### src/rtl/lsu_bus_if.sv
// ---------------------------------------------------------------------------
// lsu_bus_if -- load/store unit between the CPU memory-access point and a
// variable-latency, word-wide data bus.
//
// The unit takes the effective address, the store data and the decoded
// load/store attributes from the core. It drives one bus access with byte
// enables and returns sign- or zero-extended load data. The core is stalled
// while an access is outstanding. Misaligned or illegal sizes are flagged
// without touching the bus. An access with no bus_ack for TIMEOUT cycles is
// aborted.
//
// Ports
//   clk, rst        clock and synchronous active-high reset
//   req_*           core request (valid, wen, size, signed, addr, wdata);
//                   held stable while stall=1
//   stall           combinational pipeline freeze: req_valid & (state != DONE)
//   load_data       extended load result; holds until the next load completes
//   load_valid      one-cycle pulse in DONE for a successful load
//   misalign        one-cycle pulse in DONE for a misaligned address or size 11
//   bus_err         one-cycle pulse in DONE for a timeout abort
//   bus_req/we/be/addr/wdata  registered bus request signals
//   bus_ack, bus_rdata        bus completion and read data
// ---------------------------------------------------------------------------
module lsu_bus_if #(
  parameter int TIMEOUT = 16  // REQ cycles to wait for bus_ack; 0 disables
) (
  input  logic        clk,
  input  logic        rst,
  input  logic        req_valid,
  input  logic        req_wen,
  input  logic [1:0]  req_size,
  input  logic        req_signed,
  input  logic [31:0] req_addr,
  input  logic [31:0] req_wdata,
  output logic        stall,
  output logic [31:0] load_data,
  output logic        load_valid,
  output logic        misalign,
  output logic        bus_err,
  output logic        bus_req,
  output logic        bus_we,
  output logic [3:0]  bus_be,
  output logic [31:0] bus_addr,
  output logic [31:0] bus_wdata,
  input  logic        bus_ack,
  input  logic [31:0] bus_rdata
);

  typedef enum logic [1:0] {IDLE, REQ, DONE} state_e;

  localparam int CW = (TIMEOUT > 1) ? $clog2(TIMEOUT) : 1;
  localparam logic [CW-1:0] CNT_LAST = (TIMEOUT > 0) ? CW'(TIMEOUT - 1) : '0;

  state_e      state_q, state_d;
  logic [CW-1:0] cnt_q, cnt_d;
  logic [1:0]  addr_lo_q, addr_lo_d;  // latched addr[1:0] for load lane select
  logic [1:0]  size_q, size_d;
  logic        signed_q, signed_d;
  logic        bus_req_q, bus_req_d;
  logic        bus_we_q, bus_we_d;
  logic [3:0]  bus_be_q, bus_be_d;
  logic [31:0] bus_addr_q, bus_addr_d;
  logic [31:0] bus_wdata_q, bus_wdata_d;
  logic [31:0] load_data_q, load_data_d;
  logic        load_valid_q, load_valid_d;
  logic        misalign_q, misalign_d;
  logic        bus_err_q, bus_err_d;

  logic        legal;
  logic        timeout_hit;
  logic [3:0]  be_calc;
  logic [31:0] wdata_calc;
  logic [31:0] rd_shifted;
  logic [31:0] load_ext;

  // Request decode: legality, byte enables and lane-replicated store data.
  always_comb begin
    // NOTE: every signal written in always_comb gets a default first so no
    // path leaves it unassigned and a latch is never inferred.
    legal      = 1'b0;
    be_calc    = 4'b1111;
    wdata_calc = req_wdata;
    unique case (req_size)
      2'b00: begin
        legal      = 1'b1;
        be_calc    = 4'b0001 << req_addr[1:0];
        wdata_calc = {4{req_wdata[7:0]}};
      end
      2'b01: begin
        legal      = ~req_addr[0];
        be_calc    = 4'b0011 << req_addr[1:0];
        wdata_calc = {2{req_wdata[15:0]}};
      end
      2'b10:   legal = (req_addr[1:0] == 2'b00);
      default: legal = 1'b0;
    endcase
  end

  // Load lane select and extension, from the latched request attributes.
  always_comb begin
    rd_shifted = bus_rdata >> {addr_lo_q, 3'b000};
    unique case (size_q)
      2'b00:   load_ext = {{24{signed_q & rd_shifted[7]}}, rd_shifted[7:0]};
      2'b01:   load_ext = {{16{signed_q & rd_shifted[15]}}, rd_shifted[15:0]};
      default: load_ext = bus_rdata;
    endcase
  end

  assign timeout_hit = (TIMEOUT != 0) && (cnt_q == CNT_LAST);

  // State register (all registered state of the unit).
  always_ff @(posedge clk) begin
    // NOTE: sequential state uses non-blocking assignments so every register
    // samples the pre-edge values, independent of statement order.
    if (rst) begin
      state_q      <= IDLE;
      cnt_q        <= '0;
      addr_lo_q    <= '0;
      size_q       <= '0;
      signed_q     <= 1'b0;
      bus_req_q    <= 1'b0;
      bus_we_q     <= 1'b0;
      bus_be_q     <= '0;
      bus_addr_q   <= '0;
      bus_wdata_q  <= '0;
      load_data_q  <= '0;
      load_valid_q <= 1'b0;
      misalign_q   <= 1'b0;
      bus_err_q    <= 1'b0;
    end else begin
      state_q      <= state_d;
      cnt_q        <= cnt_d;
      addr_lo_q    <= addr_lo_d;
      size_q       <= size_d;
      signed_q     <= signed_d;
      bus_req_q    <= bus_req_d;
      bus_we_q     <= bus_we_d;
      bus_be_q     <= bus_be_d;
      bus_addr_q   <= bus_addr_d;
      bus_wdata_q  <= bus_wdata_d;
      load_data_q  <= load_data_d;
      load_valid_q <= load_valid_d;
      misalign_q   <= misalign_d;
      bus_err_q    <= bus_err_d;
    end
  end

  // Next-state logic. An ack on the timeout cycle completes normally.
  always_comb begin
    state_d = state_q;
    unique case (state_q)
      IDLE:    if (req_valid) state_d = legal ? REQ : DONE;
      REQ:     if (bus_ack || timeout_hit) state_d = DONE;
      DONE:    state_d = IDLE;
      default: state_d = IDLE;
    endcase
  end

  // Output / datapath next values. Flags default to 0 so they pulse for
  // exactly the DONE cycle.
  always_comb begin
    cnt_d        = cnt_q;
    addr_lo_d    = addr_lo_q;
    size_d       = size_q;
    signed_d     = signed_q;
    bus_req_d    = bus_req_q;
    bus_we_d     = bus_we_q;
    bus_be_d     = bus_be_q;
    bus_addr_d   = bus_addr_q;
    bus_wdata_d  = bus_wdata_q;
    load_data_d  = load_data_q;
    load_valid_d = 1'b0;
    misalign_d   = 1'b0;
    bus_err_d    = 1'b0;
    unique case (state_q)
      IDLE: begin
        if (req_valid && legal) begin
          cnt_d       = '0;
          addr_lo_d   = req_addr[1:0];
          size_d      = req_size;
          signed_d    = req_signed;
          bus_req_d   = 1'b1;
          bus_we_d    = req_wen;
          bus_be_d    = be_calc;
          bus_addr_d  = {req_addr[31:2], 2'b00};
          bus_wdata_d = wdata_calc;
        end else if (req_valid) begin
          misalign_d = 1'b1;
        end
      end
      REQ: begin
        if (bus_ack) begin
          bus_req_d = 1'b0;
          bus_we_d  = 1'b0;
          bus_be_d  = '0;
          if (!bus_we_q) begin
            load_data_d  = load_ext;
            load_valid_d = 1'b1;
          end
        end else if (timeout_hit) begin
          bus_req_d   = 1'b0;
          bus_we_d    = 1'b0;
          bus_be_d    = '0;
          bus_addr_d  = '0;
          bus_wdata_d = '0;
          load_data_d = '0;
          bus_err_d   = 1'b1;
        end else begin
          cnt_d = cnt_q + CW'(1);
        end
      end
      default: ;
    endcase
  end

  assign stall      = req_valid && (state_q != DONE);
  assign load_data  = load_data_q;
  assign load_valid = load_valid_q;
  assign misalign   = misalign_q;
  assign bus_err    = bus_err_q;
  assign bus_req    = bus_req_q;
  assign bus_we     = bus_we_q;
  assign bus_be     = bus_be_q;
  assign bus_addr   = bus_addr_q;
  assign bus_wdata  = bus_wdata_q;

endmodule

### config.mk
export PLATFORM = sky130hd
export DESIGN_NAME = lsu_bus_if
export DESIGN_NICKNAME = d
export VERILOG_FILES = /design/src/rtl/lsu_bus_if.sv
export SDC_FILE = /design/constraint.sdc
export NUM_CORES = 1
export LEC_CHECK = 0
export BUFFER_PORTS_ARGS = -buffer_cell sky130_fd_sc_hd__clkbuf_2
export CAP_MARGIN = 15
export CORE_ASPECT_RATIO = 0.9
export CORE_MARGIN = 4
export CORE_UTILIZATION = 49
export CTS_BUF_LIST = sky130_fd_sc_hd__clkbuf_8
export CTS_CLUSTER_DIAMETER = 200
export CTS_CLUSTER_SIZE = 24
export DETAILED_ROUTE_END_ITERATION = 10
export HOLD_SLACK_MARGIN = 0.15
export PLACE_DENSITY = 0.89
export RECOVER_POWER = 100
export SLEW_MARGIN = 30
export SYNTH_ARGS = -nofsm -noshare
export SYNTH_HDL_FRONTEND = slang
export SYNTH_SLANG_ARGS = --single-unit
export TNS_END_PERCENT = 5
### constraint.sdc
create_clock -name clk -period 2.1 [get_ports clk]
set_input_delay 0.105 -clock clk [delete_from_list [all_inputs] [get_ports clk]]
set_output_delay 0.105 -clock clk [all_outputs]
set_load 0.005 [all_outputs]
After elaboration in Yosys (flattened, before gate mapping)
Index checks and enable logic that the tools add are counted.
{"block": "word_totals", "register_bits": 116, "input_bits": 104, "elab_cells": 89}
{"block": "classes", "n_addsub": 1, "n_eq_ne": 14, "shift": 3, "mux": 33, "n_bitwise": 6, "reduce_logical": 18}
{"operator": "$pmux W32 S2", "count": 4}
{"operator": "$mux W32", "count": 6}
{"operator": "$shr A32 B5 Y16", "count": 1}
{"operator": "$mux W4", "count": 6}
{"operator": "$pmux W4 S2", "count": 3}
{"operator": "$ne A2 B2 Y1 const B", "count": 8}
{"operator": "$reduce_or A3 Y1", "count": 3}
{"operator": "$logic_not A2 Y1", "count": 4}
{"operator": "$reduce_and A4 Y1", "count": 2}
{"operator": "$mux W1", "count": 7}
{"operator": "$eq A2 B1 Y1 const B", "count": 3}
{"operator": "$mux W2", "count": 3}
{"operator": "$reduce_and A3 Y1", "count": 2}
{"operator": "$add A4 B1 Y4 const B", "count": 1}
{"operator": "$eq A4 B4 Y1 const B", "count": 1}
{"operator": "$not A1 Y1", "count": 4}
{"operator": "$pmux W1 S2", "count": 2}
{"operator": "$pmux W2 S2", "count": 1}
{"operator": "$reduce_and A2 Y1", "count": 2}
{"operator": "$reduce_bool A2 Y1", "count": 2}
{"operator": "$shl A1 B2 Y4 const A", "count": 1}
{"operator": "$shl A2 B2 Y4 const A", "count": 1}
{"operator": "$ne A3 B3 Y1 const B", "count": 1}
{"operator": "$pmux W1 S3", "count": 1}
{"operator": "other kinds (4)", "count": 6}

Depth between registers and ports, before layout
{"block": "logic_depth", "ltp_word": 5, "mapped_depth": 8}

Least setup slack after synthesis
No wires, ideal clock.
{"block": "synth_path", "kind": "register to register", "start": "register state_q[1]", "end": "register bus_addr_q[10] (netlist: bus_addr[10])", "setup_time_ns": 0.117, "arrival_time_ns": 1.763, "slack_ns": 0.220, "path_stages_with_launch": 9, "n_path_buf": 4, "period_less_slack_ns": 1.880, "path_cell_list": "dfxtp_1 > buf_6 > or3b_1 > buf_6 > a22o_1 > o21ba_1 > buf_6 > buf_6 > a22o_1"}
{"block": "synth_between", "elab_chain_len": 3, "elab_cells_between_ends": 8, "classes_between": "4 x eq/ne; 1 x mux; 3 x reduce/logical"}
{"element": "from (decl)", "line": "54", "text": "state_e state_q, state_d;"}
{"element": "from (signal assigned)", "line": "131", "text": "state_q <= state_d;"}
{"element": "$eq A2 B1 Y1 / $logic_not A2 Y1 (equally long branches)", "line": "175", "text": "unique case (state_q)"}
{"element": "$ne A2 B2 Y1 (no source line) / $reduce_bool A2 Y1 (equally long branches)"}
{"element": "$reduce_and A4 Y1 (no source line)"}
{"element": "to (signal assigned)", "line": "139", "text": "bus_addr_q <= bus_addr_d;"}
{"element": "to (decl)", "line": "62", "text": "logic [31:0] bus_addr_q, bus_addr_d;"}
Several ways; a longest one is shown, not always the timed one.
A chain may end at the register's enable or synchronous reset.

Worst setup path in the final report
{"block": "layout_path", "start": "register state_q[0]", "end": "register bus_we_q (netlist: bus_we)"}
{"block": "layout_between", "elab_chain_len": 3, "elab_cells_between_ends": 7, "classes_between": "3 x eq/ne; 1 x mux; 3 x reduce/logical"}
{"element": "$eq A2 B1 Y1 / $logic_not A2 Y1 (equally long branches)", "line": "175"}
{"element": "$ne A3 B3 Y1 (no source line), or another cell as far along"}
{"element": "$reduce_and A3 Y1 (no source line)"}
{"element": "to (signal assigned)", "line": "137", "text": "bus_we_q <= bus_we_d;"}
{"element": "to (decl)", "line": "60", "text": "logic bus_we_q, bus_we_d;"}
Several ways; a longest one is shown, not always the timed one.

==> impl_metrics.json <==
{
  "status": "finished clean",
  "synth-xor-area-share_pct": 0.5506,
  "place_congestion": 0.8882,
  "arrival_ns": 2.40,
  "hold_violations": 0,
  "maxCapViolCount": 0,
  "die_height_um": 101.6,
  "yosys-top-cells-area": "dfxtp_1 48%, a22o_1 8.6%, o2bb2ai_1 4.6%, a221o_1 3.4%, mux2_2 3.3%",
  "r2r_cells": 7,
  "dp_hpwl_mm": 10.78,
  "top_usage_layer": "met2",
  "combPwrFrac_pct": 16.0,
  "synth.distinct_cells": 55,
  "yosys_most_used_dff": "dfxtp_1",
  "slew_viol_final": 0,
  "yosysMostFrequentCell": "dfxtp_1",
  "hold_path_class": "input port to flop",
  "overflow": 0,
  "ys_seq_elements": 114,
  "r2r_setup_slack_ns": 0.01,
  "fin_skew_ns": 0.01667,
  "critical-path-max-stage-delay_ns": 0.41,
  "port_buffers": 207,
  "hold_depth": 4,
  "power.density_nw_per_um2": 717.5,
  "worst_pin_slew_ns": 1.018,
  "pwr-share-clk_pct": 39.3,
  "postPlaceCellArea_um2": 5948,
  "crit_chain": "buf_4, nor2b_1, clkbuf_1, o21a_1, nor3_1, clkbuf_2, a22o_1",
  "muxShareOfSynthArea_pct": 5.401,
  "crit_required_ns": 2.41,
  "drc": 0,
  "drive_above_1_share_pct": 26.91,
  "ir_worst_vdd_mv": 0.4618,
  "synth_top_family_by_area": "compound AO/OA/AOI/OAI gates",
  "num_io_pins": 210,
  "final_nets": 876,
  "first_iter_violations": 396,
  "worst-path-max-fanout": 6,
  "die-area_um2": 11380,
  "rows": 33,
  "dr.pass1.iters": 7,
  "fmax_mhz": 479.0,
  "synthDominantCellAreaShare_pct": 47.82,
  "yosys.area.top_type": "dfxtp_1",
  "gr-usage-met1_pct": 35.54,
  "grt_antenna_before_repair": 0,
  "timing.final.crit_period_ns": 2.088,
  "fp.dieW_um": 112.0,
  "seqPwrFrac_pct": 44.7,
  "leakage_uw": 0.003118,
  "yosys.area_share.adder_pct": 0.2622,
  "htree_levels": 4,
  "power.share.switching_pct": 27.36,
  "area_growth_pct": 52.60,
  "grt_pass1_wl_mm": 28.82,
  "synthCells": 464,
  "avgSynthCellArea_um2": 10.28,
  "post_drt_wl_per_cell_um": 20.18,
  "track_usage_pct": 31.56,
  "ys_seq_area_share_pct": 47.82,
  "p_int_uw": 3795,
  "grtUsageMet2_pct": 54.84,
  "avgViaCountPerCell": 5.997,
  "clk_latency_ns": 0.43,
  "endpoint_kind": "flop",
  "hold_slack_ns": 0.2067,
  "switching_power_uw": 1429,
  "place_inst": 772,
  "drtAntennaViolNets": 0,
  "initial_core_util_pct": 51.37,
  "rr_endpoint": "bus_we",
  "wirelength_mm": 18.28,
  "setup.worst_path.start": "state_q[0]",
  "critPathKind": "flop to flop",
  "synth_warnings": 0,
  "timing.rr.start": "state_q[0]",
  "path_clk_slew_ns": 0.07,
  "maxSlewHeadroom_pct": 32.00,
  "synthTopCellsByCount": "114 x dfxtp_1, 47 x a22o_1, 25 x o2bb2ai_1",
  "setup_viol": 0,
  "syn_area_um2": 4772,
  "vias": 5433,
  "final_area_um2": 7282,
  "grtUsageMet3_pct": 8.901,
  "grt_setup_unrepaired": "true",
  "tritoncts": "built",
  "root_buffer": "clkbuf_8",
  "grt_max_degree": 39,
  "synth_edf_count": 0,
  "diodes": 0,
  "synth-compound-area-share_pct": 30.55,
  "worst_path_max_delay_cell": "nor2b_1",
  "core-area_um2": 9290,
  "synthSimpleGateAreaFrac_pct": 10.17,
  "cts_sinks": 114,
  "async_flop_share_pct": 0,
  "start_kind": "flop",
  "grt_pass1_vias": 5642,
  "numCtsBuffers": 17,
  "crit_path_end": "bus_we",
  "clockBufferDepth": 2,
  "period_share_pct": 99.41,
  "final_cells": 906
}
## critical path, delay by kind of cell (launching register included)
family	cells	cell delay [ns]
AND/OR/NAND/NOR	2	0.47
AO/OA/AOI/OAI	2	0.45
buffers and inverters	3	0.65
flip-flops	1	0.40
## power groups by stage
stage          registers (uW)  logic [uW]  clock network (uW)
2_1_floorplan            2360         348                   0
3_3_place_gp             2370         624                   0
3_5_place_dp             2370         652                   0
4_1_cts                  2330         806                2060
5_1_grt                  2340         893                2180
6_report                 2330         836                2050
## sequential cells by signal (all words and copies together), names as in the netlist
name	count
addr_lo_q	2
bus_addr	30
bus_be	4
bus_err	1
bus_req	1
bus_wdata	32
bus_we	1
cnt_q	4
load_data	32
load_valid	1
misalign	1
signed_q	1
size_q	2
state_q	2
## timing repair
item,CTS,global route
hold endpoints to repair,109,0
hold buffers,101,0
gates resized for setup,0,2
setup buffers,0,1
endpoints found under the setup margin,0,47
## per-stage QoR
stage / setup slack (ns) / setup TNS, ns / power [uW] / utilization, %
after floorplan: 0.2201 / 0 / 2709 / -
after global placement: 0.1952 / 0 / 2992 / 64.03
after detailed placement: 0.1099 / 0 / 3022 / 64.03
after CTS: 0.1041 / 0 / 5192 / 79.19
after global routing: -0.03630 / -0.1633 / 5418 / 78.38
final: 0.01239 / 0 / 5225 / 78.38
## worst min path at each step
stage                              from             to  slack, ns
final                     req_wdata[17]  bus_wdata[17]       0.21
after global routing      req_wdata[17]  bus_wdata[17]       0.17
after CTS                 req_wdata[23]  bus_wdata[23]       0.18
after detailed placement   req_addr[12]   bus_addr[12]       0.33
after global placement          req_wen         bus_we       0.32
after floorplan               req_valid       misalign       0.20
## area by class of cell
class | instances | area [um^2]
clock buffer | 19 | 261.5
clock inverter | 13 | 136.4
fill | 554 | 2008
inverter | 4 | 15.01
multi-input combinational | 304 | 2276
sequential | 114 | 2282
tap | 122 | 152.6
timing repair buffer | 330 | 2158
## layout by cell type (no fill, tap or decap), types with 6 or more instances in the layout
cell | Yosys | final
nor2_1 | 10 | 9
clkbuf_8 | 0 | 19
nor3_1 | 8 | 8
nand3_1 | 6 | 6
a21oi_1 | 20 | 20
a32oi_1 | 6 | 6
o21ai_0 | 21 | 21
nand2_1 | 20 | 20
nor2b_1 | 23 | 23
a22o_1 | 47 | 47
clkbuf_2 | 0 | 139
dfxtp_1 | 114 | 114
a211o_1 | 10 | 10
a221oi_1 | 6 | 6
mux2i_1 | 10 | 10
buf_4 | 5 | 13
clkinvlp_4 | 0 | 6
a221o_1 | 16 | 16
clkbuf_1 | 19 | 72
o2bb2ai_1 | 25 | 25
mux2_2 | 14 | 14
dlygate4sd3_1 | 0 | 101
and2_1 | 7 | 7
## layer usage
| layer | up-vias | wire, um |
|---|---|---|
| met5 | - | 0 |
| met4 | 0 | 991 |
| met3 | 92 | 1563 |
| met2 | 391 | 8914 |
| met1 | 2555 | 6809 |
| li1 | 2395 | - |
## cell families (layout without fill, tap and decap cells)
group                      Yosys count  in the layout
and+or+nand+nor                     90             90
muxes                               24             24
AOI/OAI and AO/OA                  184            184
buffers and inverters               47            366
other                                1              2
DFF                                114            114
adders and majority gates            1              1
xor gates and xnor gates             3              3
Note: power is estimated with default switching activity, not from simulation.
